### config.mk
export PLATFORM = sky130hd
export DESIGN_NAME = frame_ram_arbiter
export DESIGN_NICKNAME = d
export VERILOG_FILES = /design/src/rtl/frame_ram_arbiter.sv
export SDC_FILE = /design/constraint.sdc
export NUM_CORES = 1
export LEC_CHECK = 0
export CORE_ASPECT_RATIO = 1.5
export CORE_MARGIN = 8
export CORE_UTILIZATION = 42
export CTS_CLUSTER_SIZE = 10
export DETAILED_ROUTE_END_ITERATION = 10
export PLACE_DENSITY = 0.82
export SYNTH_ARGS = -nofsm -noshare
export SYNTH_HDL_FRONTEND = slang
export SYNTH_SLANG_ARGS = --single-unit
### constraint.sdc
create_clock -name clk -period 2.2 [get_ports clk]
set_input_delay 0.33 -clock clk [delete_from_list [all_inputs] [get_ports clk]]
set_output_delay 0.33 -clock clk [all_outputs]
set_load 0.01 [all_outputs]
### src/rtl/frame_ram_arbiter.sv
// Three-way round-robin arbiter in front of a single-port synchronous frame RAM.
// Grants are bursty (up to MAX_BURST beats while others wait); reads return rvalid two cycles after acceptance.
module frame_ram_arbiter #(
  parameter int ETH_FRAME_SIZE = 1400,
  parameter int MAX_BURST      = 16
) (
  input  logic        clk,
  input  logic        reset,
  input  logic [2:0]  req,
  input  logic [2:0]  we,
  input  logic [32:0] addr,
  input  logic [23:0] wdata,
  output logic [2:0]  gnt,
  output logic [2:0]  rvalid,
  output logic [7:0]  rd_data,
  output logic [2:0]  err,
  output logic [10:0] ram_addr,
  output logic [7:0]  ram_data_in,
  output logic        ram_en,
  input  logic [7:0]  ram_data_out
);

  typedef enum logic [0:0] {
    IDLE  = 1'b0,
    GRANT = 1'b1
  } state_t;

  localparam logic [11:0] FRAME_LIMIT = 12'(ETH_FRAME_SIZE);
  localparam logic [4:0]  BURST_LAST  = 5'(MAX_BURST - 1);

  state_t      state_q, state_d;
  logic [2:0]  gnt_q, gnt_d;
  logic [1:0]  last_q, last_d;
  logic [4:0]  cnt_q, cnt_d;
  logic [2:0]  rd_pend_q, rd_pend_d;
  logic [2:0]  rvalid_q, rvalid_d;
  logic [2:0]  err_q, err_d;
  logic [10:0] ram_addr_q, ram_addr_d;
  logic [7:0]  ram_data_in_q, ram_data_in_d;
  logic        ram_en_q, ram_en_d;

  logic [1:0]  cur_idx;
  logic [10:0] sel_addr;
  logic [7:0]  sel_wdata;
  logic        sel_we;
  logic        beat;
  logic        others_pending;
  logic        in_range;

  // Round-robin pick: first requesting index after last, wrapping 2 -> 0.
  function automatic logic [1:0] rr_pick(input logic [2:0] r, input logic [1:0] last);
    logic [1:0] pick;
    case (last)
      2'd0: begin
        if (r[1]) pick = 2'd1;
        else if (r[2]) pick = 2'd2;
        else pick = 2'd0;
      end
      2'd1: begin
        if (r[2]) pick = 2'd2;
        else if (r[0]) pick = 2'd0;
        else pick = 2'd1;
      end
      default: begin
        if (r[0]) pick = 2'd0;
        else if (r[1]) pick = 2'd1;
        else pick = 2'd2;
      end
    endcase
    return pick;
  endfunction

  function automatic logic [2:0] idx_to_onehot(input logic [1:0] idx);
    logic [2:0] oh;
    case (idx)
      2'd0:    oh = 3'b001;
      2'd1:    oh = 3'b010;
      2'd2:    oh = 3'b100;
      default: oh = 3'b000;
    endcase
    return oh;
  endfunction

  // Route the granted requester's address, data and direction.
  always_comb begin
    cur_idx   = 2'd0;
    sel_addr  = addr[10:0];
    sel_wdata = wdata[7:0];
    sel_we    = we[0];
    case (gnt_q)
      3'b010: begin
        cur_idx   = 2'd1;
        sel_addr  = addr[21:11];
        sel_wdata = wdata[15:8];
        sel_we    = we[1];
      end
      3'b100: begin
        cur_idx   = 2'd2;
        sel_addr  = addr[32:22];
        sel_wdata = wdata[23:16];
        sel_we    = we[2];
      end
      default: begin
        cur_idx   = 2'd0;
        sel_addr  = addr[10:0];
        sel_wdata = wdata[7:0];
        sel_we    = we[0];
      end
    endcase
  end

  assign beat           = (state_q == GRANT) && ((gnt_q & req) != 3'b000);
  assign others_pending = ((req & ~gnt_q) != 3'b000);
  assign in_range       = ({1'b0, sel_addr} < FRAME_LIMIT);

  // Next-state, grant, burst counter and RAM command logic.
  always_comb begin
    state_d       = state_q;
    gnt_d         = gnt_q;
    last_d        = last_q;
    cnt_d         = cnt_q;
    rd_pend_d     = 3'b000;
    rvalid_d      = rd_pend_q;
    err_d         = 3'b000;
    ram_en_d      = 1'b0;
    ram_addr_d    = ram_addr_q;
    ram_data_in_d = ram_data_in_q;
    case (state_q)
      IDLE: begin
        if (req != 3'b000) begin
          gnt_d   = idx_to_onehot(rr_pick(req, last_q));
          state_d = GRANT;
          cnt_d   = 5'd0;
        end else begin
          gnt_d   = 3'b000;
        end
      end
      GRANT: begin
        if (!beat) begin
          gnt_d   = 3'b000;
          state_d = IDLE;
          last_d  = cur_idx;
          cnt_d   = 5'd0;
        end else begin
          // Out-of-range beats hold the RAM port idle but still count toward the burst.
          if (in_range) begin
            ram_addr_d    = sel_addr;
            ram_data_in_d = sel_wdata;
            ram_en_d      = sel_we;
            rd_pend_d     = sel_we ? 3'b000 : gnt_q;
          end else begin
            err_d         = gnt_q;
          end
          if (cnt_q == BURST_LAST) begin
            cnt_d = 5'd0;
            if (others_pending) begin
              gnt_d   = 3'b000;
              state_d = IDLE;
              last_d  = cur_idx;
            end else begin
              gnt_d   = gnt_q;
            end
          end else begin
            cnt_d = cnt_q + 5'd1;
          end
        end
      end
      default: begin
        state_d = IDLE;
        gnt_d   = 3'b000;
      end
    endcase
  end

  // State and output registers with synchronous reset.
  always_ff @(posedge clk) begin
    if (reset) begin
      state_q       <= IDLE;
      gnt_q         <= 3'b000;
      last_q        <= 2'd2;
      cnt_q         <= 5'd0;
      rd_pend_q     <= 3'b000;
      rvalid_q      <= 3'b000;
      err_q         <= 3'b000;
      ram_addr_q    <= 11'd0;
      ram_data_in_q <= 8'd0;
      ram_en_q      <= 1'b0;
    end else begin
      state_q       <= state_d;
      gnt_q         <= gnt_d;
      last_q        <= last_d;
      cnt_q         <= cnt_d;
      rd_pend_q     <= rd_pend_d;
      rvalid_q      <= rvalid_d;
      err_q         <= err_d;
      ram_addr_q    <= ram_addr_d;
      ram_data_in_q <= ram_data_in_d;
      ram_en_q      <= ram_en_d;
    end
  end

  assign gnt         = gnt_q;
  assign rvalid      = rvalid_q;
  assign err         = err_q;
  assign ram_addr    = ram_addr_q;
  assign ram_data_in = ram_data_in_q;
  assign ram_en      = ram_en_q;
  assign rd_data     = ram_data_out;

endmodule

== Word level (Yosys, flattened, before mapping) ==
Index checks and enable logic that the tools add are counted.
Cells by class
  add/subtract/negate cells: 1
  order comparisons: 1
  eq/ne operators: 11
  muxes and demuxes: 31
  bitwise gates (word level): 6
  reductions and logical operators: 12
Operators with widths (count)
  11-bit case mux with 2 select lines: 1
  2-bit two-way mux: 10
  8-bit case mux with 2 select lines: 1
  5-bit two-way mux: 3
  3-bit two-way mux: 4
  11-bit < comparator (second input constant): 1
  5-bit case mux with 2 select lines: 1
  3-bit case mux with 3 select lines: 1
  3-bit nonzero test: 3
  2-bit case mux with 2 select lines: 2
  4-bit OR reduction: 2
  3-bit AND: 2
  3-bit by 2-bit inequality test with 1-bit output (second input constant): 2
  3-bit case mux with 2 select lines: 1
  3-bit AND reduction: 2
  5-bit by 1-bit adder with 5-bit output (second input constant): 1
  5-bit by 4-bit equality test with 1-bit output (second input constant): 1
  1-bit two-way mux: 5
  5-bit OR reduction: 1
  2-bit by 1-bit equality test with 1-bit output (second input constant): 2
  2-bit zero test: 2
  2-bit by 1-bit inequality test with 1-bit output (second input constant): 2
  1-bit case mux with 2 select lines: 2
  3-bit by 2-bit equality test with 1-bit output (second input constant): 1
  7 further kinds: 9
Storage, ports and cells
  register bits after elaboration: 40
  input port bits: 73
  output and inout port bits: 37
  word-level logic and storage cells: 72

== Longest topological paths before layout ==
  word-level depth: 9
  gate-level depth with buffers: 9
  gate-level depth less buffers: 7

== Worst setup path before layout ==
OpenSTA, ideal clock, no wires.
  path type: reg-to-reg
  start: reg gnt_q[2], in the netlist gnt[2]
  end: reg ram_addr_q[6], in the netlist ram_addr[6]
  setup time: 0.133 ns
  data arrival time: 1.846 ns
  required time: 2.067 ns
  path slack: 0.221 ns
  cell stages (with the launch flop): 10
  buffers on the path: 3
  clock period less this slack: 1.979 ns
  cell sequence: dfxtp_1 -> buf_2 -> nand3b_1 -> a21oi_1 -> nand4b_1 -> and4b_1 -> buf_2 -> buf_6 -> o31ai_1 -> a31oi_1
Between the ends
  longest elaborated chain between the ends: 4
  elaborated cells on any way between the ends: 8
  classes of those cells: order compare: 1; eq/ne: 2; mux: 1; bitwise: 1; reduce/logical: 3
RTL lines
  start: declaration: RTL line 32  | logic [2:0] gnt_q, gnt_d;
  start signal: assignment: RTL line 190  | gnt_q <= gnt_d;
  3-bit equality test (tied with other cells): RTL line 90  | case (gnt_q)
  11-bit case mux with 2 select lines / 3-bit nonzero test (equally long branches): RTL line 90, 112
  11-bit < comparator / 1-bit logical AND (equally long branches): RTL line 114, 112
  3-bit AND reduction (no line)
  end signal: assignment: RTL line 196  | ram_addr_q <= ram_addr_d;
  end: declaration: RTL line 38  | logic [10:0] ram_addr_q, ram_addr_d;
Parallel ways exist; a longest one is shown, timed or not.
A chain may end at the register's enable or synchronous reset.

== Worst setup path in the final report ==
  start: reg gnt_q[1], in the netlist gnt[1]
  end: reg ram_data_in_q[6], in the netlist ram_data_in[6]
Between the ends
  longest elaborated chain between the ends: 4
  elaborated cells on any way between the ends: 9
  classes of those cells: order compare: 1; eq/ne: 2; mux: 2; bitwise: 1; reduce/logical: 3
RTL lines
  3-bit equality test (tied with other cells): RTL line 90
  11-bit case mux with 2 select lines / 3-bit nonzero test (equally long branches): RTL line 90, 112
  11-bit < comparator / 1-bit logical AND (equally long branches): RTL line 114, 112
  3-bit AND reduction (no line)
  end signal: assignment: RTL line 197  | ram_data_in_q <= ram_data_in_d;
  end: declaration: RTL line 39  | logic [7:0] ram_data_in_q, ram_data_in_d;
Parallel ways exist; a longest one is shown, timed or not.

==> flow_summary.toml <==
[cts]
htreeDepth = 2
post_cts_buffers = 0
path_clk_slew_ns = 0.09
insertion_delay_ns = 0.30
clockBufferDepth = 2
cts_root_buf = "clkbuf_8"
tritoncts = "yes"
cts_buffers = 5
cts_sinks = 40

[worst_setup_path]
arrival_ns = 2.25
cp_max_fo = 12
crit_path_start_kind = "flop"
reg2reg_depth = 8
r2r_setup_slack_ns = 0.14
required_ns = 2.39
r2r-end = "ram_data_in[6]"
cp-end-kind = "flop"
timing.rr.start = "gnt[1]"
critical_path_class = "reg2reg"

[route]
routed_via_density = 5.89
vias = 2797
routedWlPerCell_um = 17.3
first_pass_iters = 4
drt-initial-drc-count = 266
drtAntennaViolNets = 0
drc = 0
finalWirelength_um = 8200

[place]
port_buffers = 93
place_inst = 467
hpwlAfterDp_um = 6390
place_congestion = 0.896
dpl_cell_area_um2 = 3540

[sta]
finalClockSkew_ns = 0.00761
slew_headroom_pct = 74.1
slew_viol_final = 0
final.period_utilization_pct = 93.8
period_minus_slack_ns = 2.06
rsz0062_at_grt = "false"
max_freq_mhz = 485
timing.setup.tns_ns = 0
finalSetupViolations = 0
hold_viol_final = 0
tightest_slew_ns = 0.388

[logic_synthesis]
yosys.cell_types.count = 44
synth-seq-cells = 40
yosysWarnings = 0
synth_edf_count = 0
ys_async_sr_fraction_pct = 0
avgSynthCellArea_um2 = 7.90
synthCells = 310
synth-seq-area-share_pct = 32.7
synth_ff_type = "dfxtp_1"
netlist_area_um2 = 2450
syn_nets = 384

[global_route]
grt_pass1_vias = 2881
antenna_found_initial = 0
grt_first_pass_wirelength_um = 13500
grtUsageTotal_pct = 19.1
grt_max_degree = 36
grt_overflow = 0

[hold_path]
hp-start = "rd_pend_q[1]"
worstHoldPathCells = 1
min_path_type = "reg2reg"
min_to = "rvalid[1]"

[final_layout]
syn_to_final_growth_pct = 50.2
drive_gt1_share_pct = 10.9
diodes = 0
fin_cells = 475
fin_area_um2 = 3680
nNetsFinal = 476

[pwr]
internal_power_w = 0.00134
p_leak_nw = 1.25
power.total_w = 0.00187
swShare_pct = 28.4
pwr-share-clk_pct = 32.9
p_switching_w = 0.000531
pwr-share-seq_pct = 40.6
power.ir.vdd_worst_uv = 453
p_per_area_nw_per_um2 = 509
comb_power_share_pct = 26.5

[die]
fp-row-count = 34
die-area_um2 = 8580
io_pins = 110
die_y_um = 110
die_w_um = 78.4
core-area_um2 = 5700
start_util_pct = 43.0

[run]
maxCapViolations = 0

[outcome]
status = "completed"
critical path: stages, from the launching register on:
cell and delay (ns):
dfxtp_2 0.42, buf_4 0.19, nand3b_1 0.12, a21o_1 0.16
nand2_1 0.22, o21a_1 0.22, buf_4 0.19, o31ai_1 0.30
a31oi_1 0.12
placed cells by master, fill, tap and decap left out, types with 5 or more instances in the layout:
cell             Yosys  routed
inv_1                5       5
nor3_1              17      17
o31ai_1             15      15
nor2_1              20      20
o22ai_1             13      13
or3_1               13      13
clkbuf_8             0       5
o22a_1              13      13
o21ai_1              9       9
dfxtp_1             40      38
a21oi_1             10      10
a31oi_1             14      14
nand3b_1            17      17
o21ai_0             15      15
nand2_1             18      18
buf_4                8      23
nor2b_1              6       6
a21o_1               7       7
clkdlybuf4s50_1      0      93
stage by stage:
| stage | util [%] | setup WS [ns] | hold WS (ns) |
|---|---|---|---|
| after CTS | 64.2 | 0.0607 | 0.447 |
| final | 64.6 | 0.136 | 0.439 |
| after global routing | 64.6 | 0.00317 | 0.469 |
| after floorplan | - | 0.221 | 0.414 |
| after global placement | 62.1 | 0.0508 | 0.428 |
| after detailed placement | 62.1 | 0.0173 | 0.427 |
area by class of cell:
cell class,count,area (um2)
Fill cell,500,2020
Tap cell,72,90.1
Inverter,5,18.8
Clock inverter,3,46.3
Clock buffer,5,68.8
Timing Repair Buffer,120,1180
Multi-Input combinational cell,230,1470
Sequential cell,40,803
timing repair:
item                                    CTS  global route
hold buffers                              0             0
endpoints found under the setup margin    0            14
gates resized for setup                   0             4
worst max-delay path by stage:
stage                  start  slack (ns)  cells past startpoint             end
global placement    addr[32]        0.05                      7  ram_data_in[1]
detailed placement  addr[32]        0.02                      7  ram_data_in[4]
floorplan             gnt[2]        0.22                      9     ram_addr[6]
finish                gnt[1]        0.14                      8  ram_data_in[6]
global route          gnt[1]       0.003                      8     ram_addr[4]
CTS                   gnt[1]        0.06                      7  ram_data_in[4]
registers in the layout (all words and copies together) (netlist names):
register / flops
cnt_q: 5
err: 3
gnt: 3
last_q: 2
ram_addr: 11
ram_data_in: 8
ram_en: 1
rd_pend_q: 3
rvalid: 3
state_q: 1
power by group through the flow:
stage	sequential, W	clock, W	combinational [W]
finish	0.000760	0.000616	0.000496
global route	0.000762	0.000650	0.000537
CTS	0.000758	0.000626	0.000486
detailed placement	0.000775	0	0.000483
global placement	0.000775	0	0.000475
floorplan	0.000777	0	0.000246
cell usage after synthesis, drive strengths merged (2+ instances only):
cell	instances	share of area, %
nor2b	6	1.5
nand3	4	0.82
or3	13	3.3
o22a	13	4.6
a222oi	2	0.82
clkbuf	16	2.5
a21oi	10	2.0
nand2	18	2.8
o211ai	2	0.61
inv	5	0.77
a31o	2	0.72
nand4b	2	0.72
mux2i	2	0.82
nand2b	4	1.0
buf	19	5.0
o31ai	15	4.6
nor2	20	3.1
nor3	17	3.5
a22oi	5	1.9
dfxtp	40	33
a21o	7	2.1
o22ai	13	3.3
o311ai	2	0.72
a32oi	3	1.1
nand3b	17	5.2
and2	3	0.77
o21ai	24	4.9
a31oi	15	4.1
per-layer routing:
layer	up-vias	global-route usage, %	wire length [um]
met5	-	0	0
met4	0	6.38	119
met3	14	3.76	460
met2	106	36.1	4470
met1	1323	20.5	3160
li1	1354	-	-
cell families after synthesis:
group | after synthesis | share of synthesized area [%]
buf+inv | 40 | 8.17
compound gates | 117 | 32.9
simple gates | 109 | 24.2
fa+ha+maj | 1 | 0.511
mux | 2 | 0.817
xor+xnor | 1 | 0.664
flops | 40 | 32.7
(Power assumes the default switching activity.)
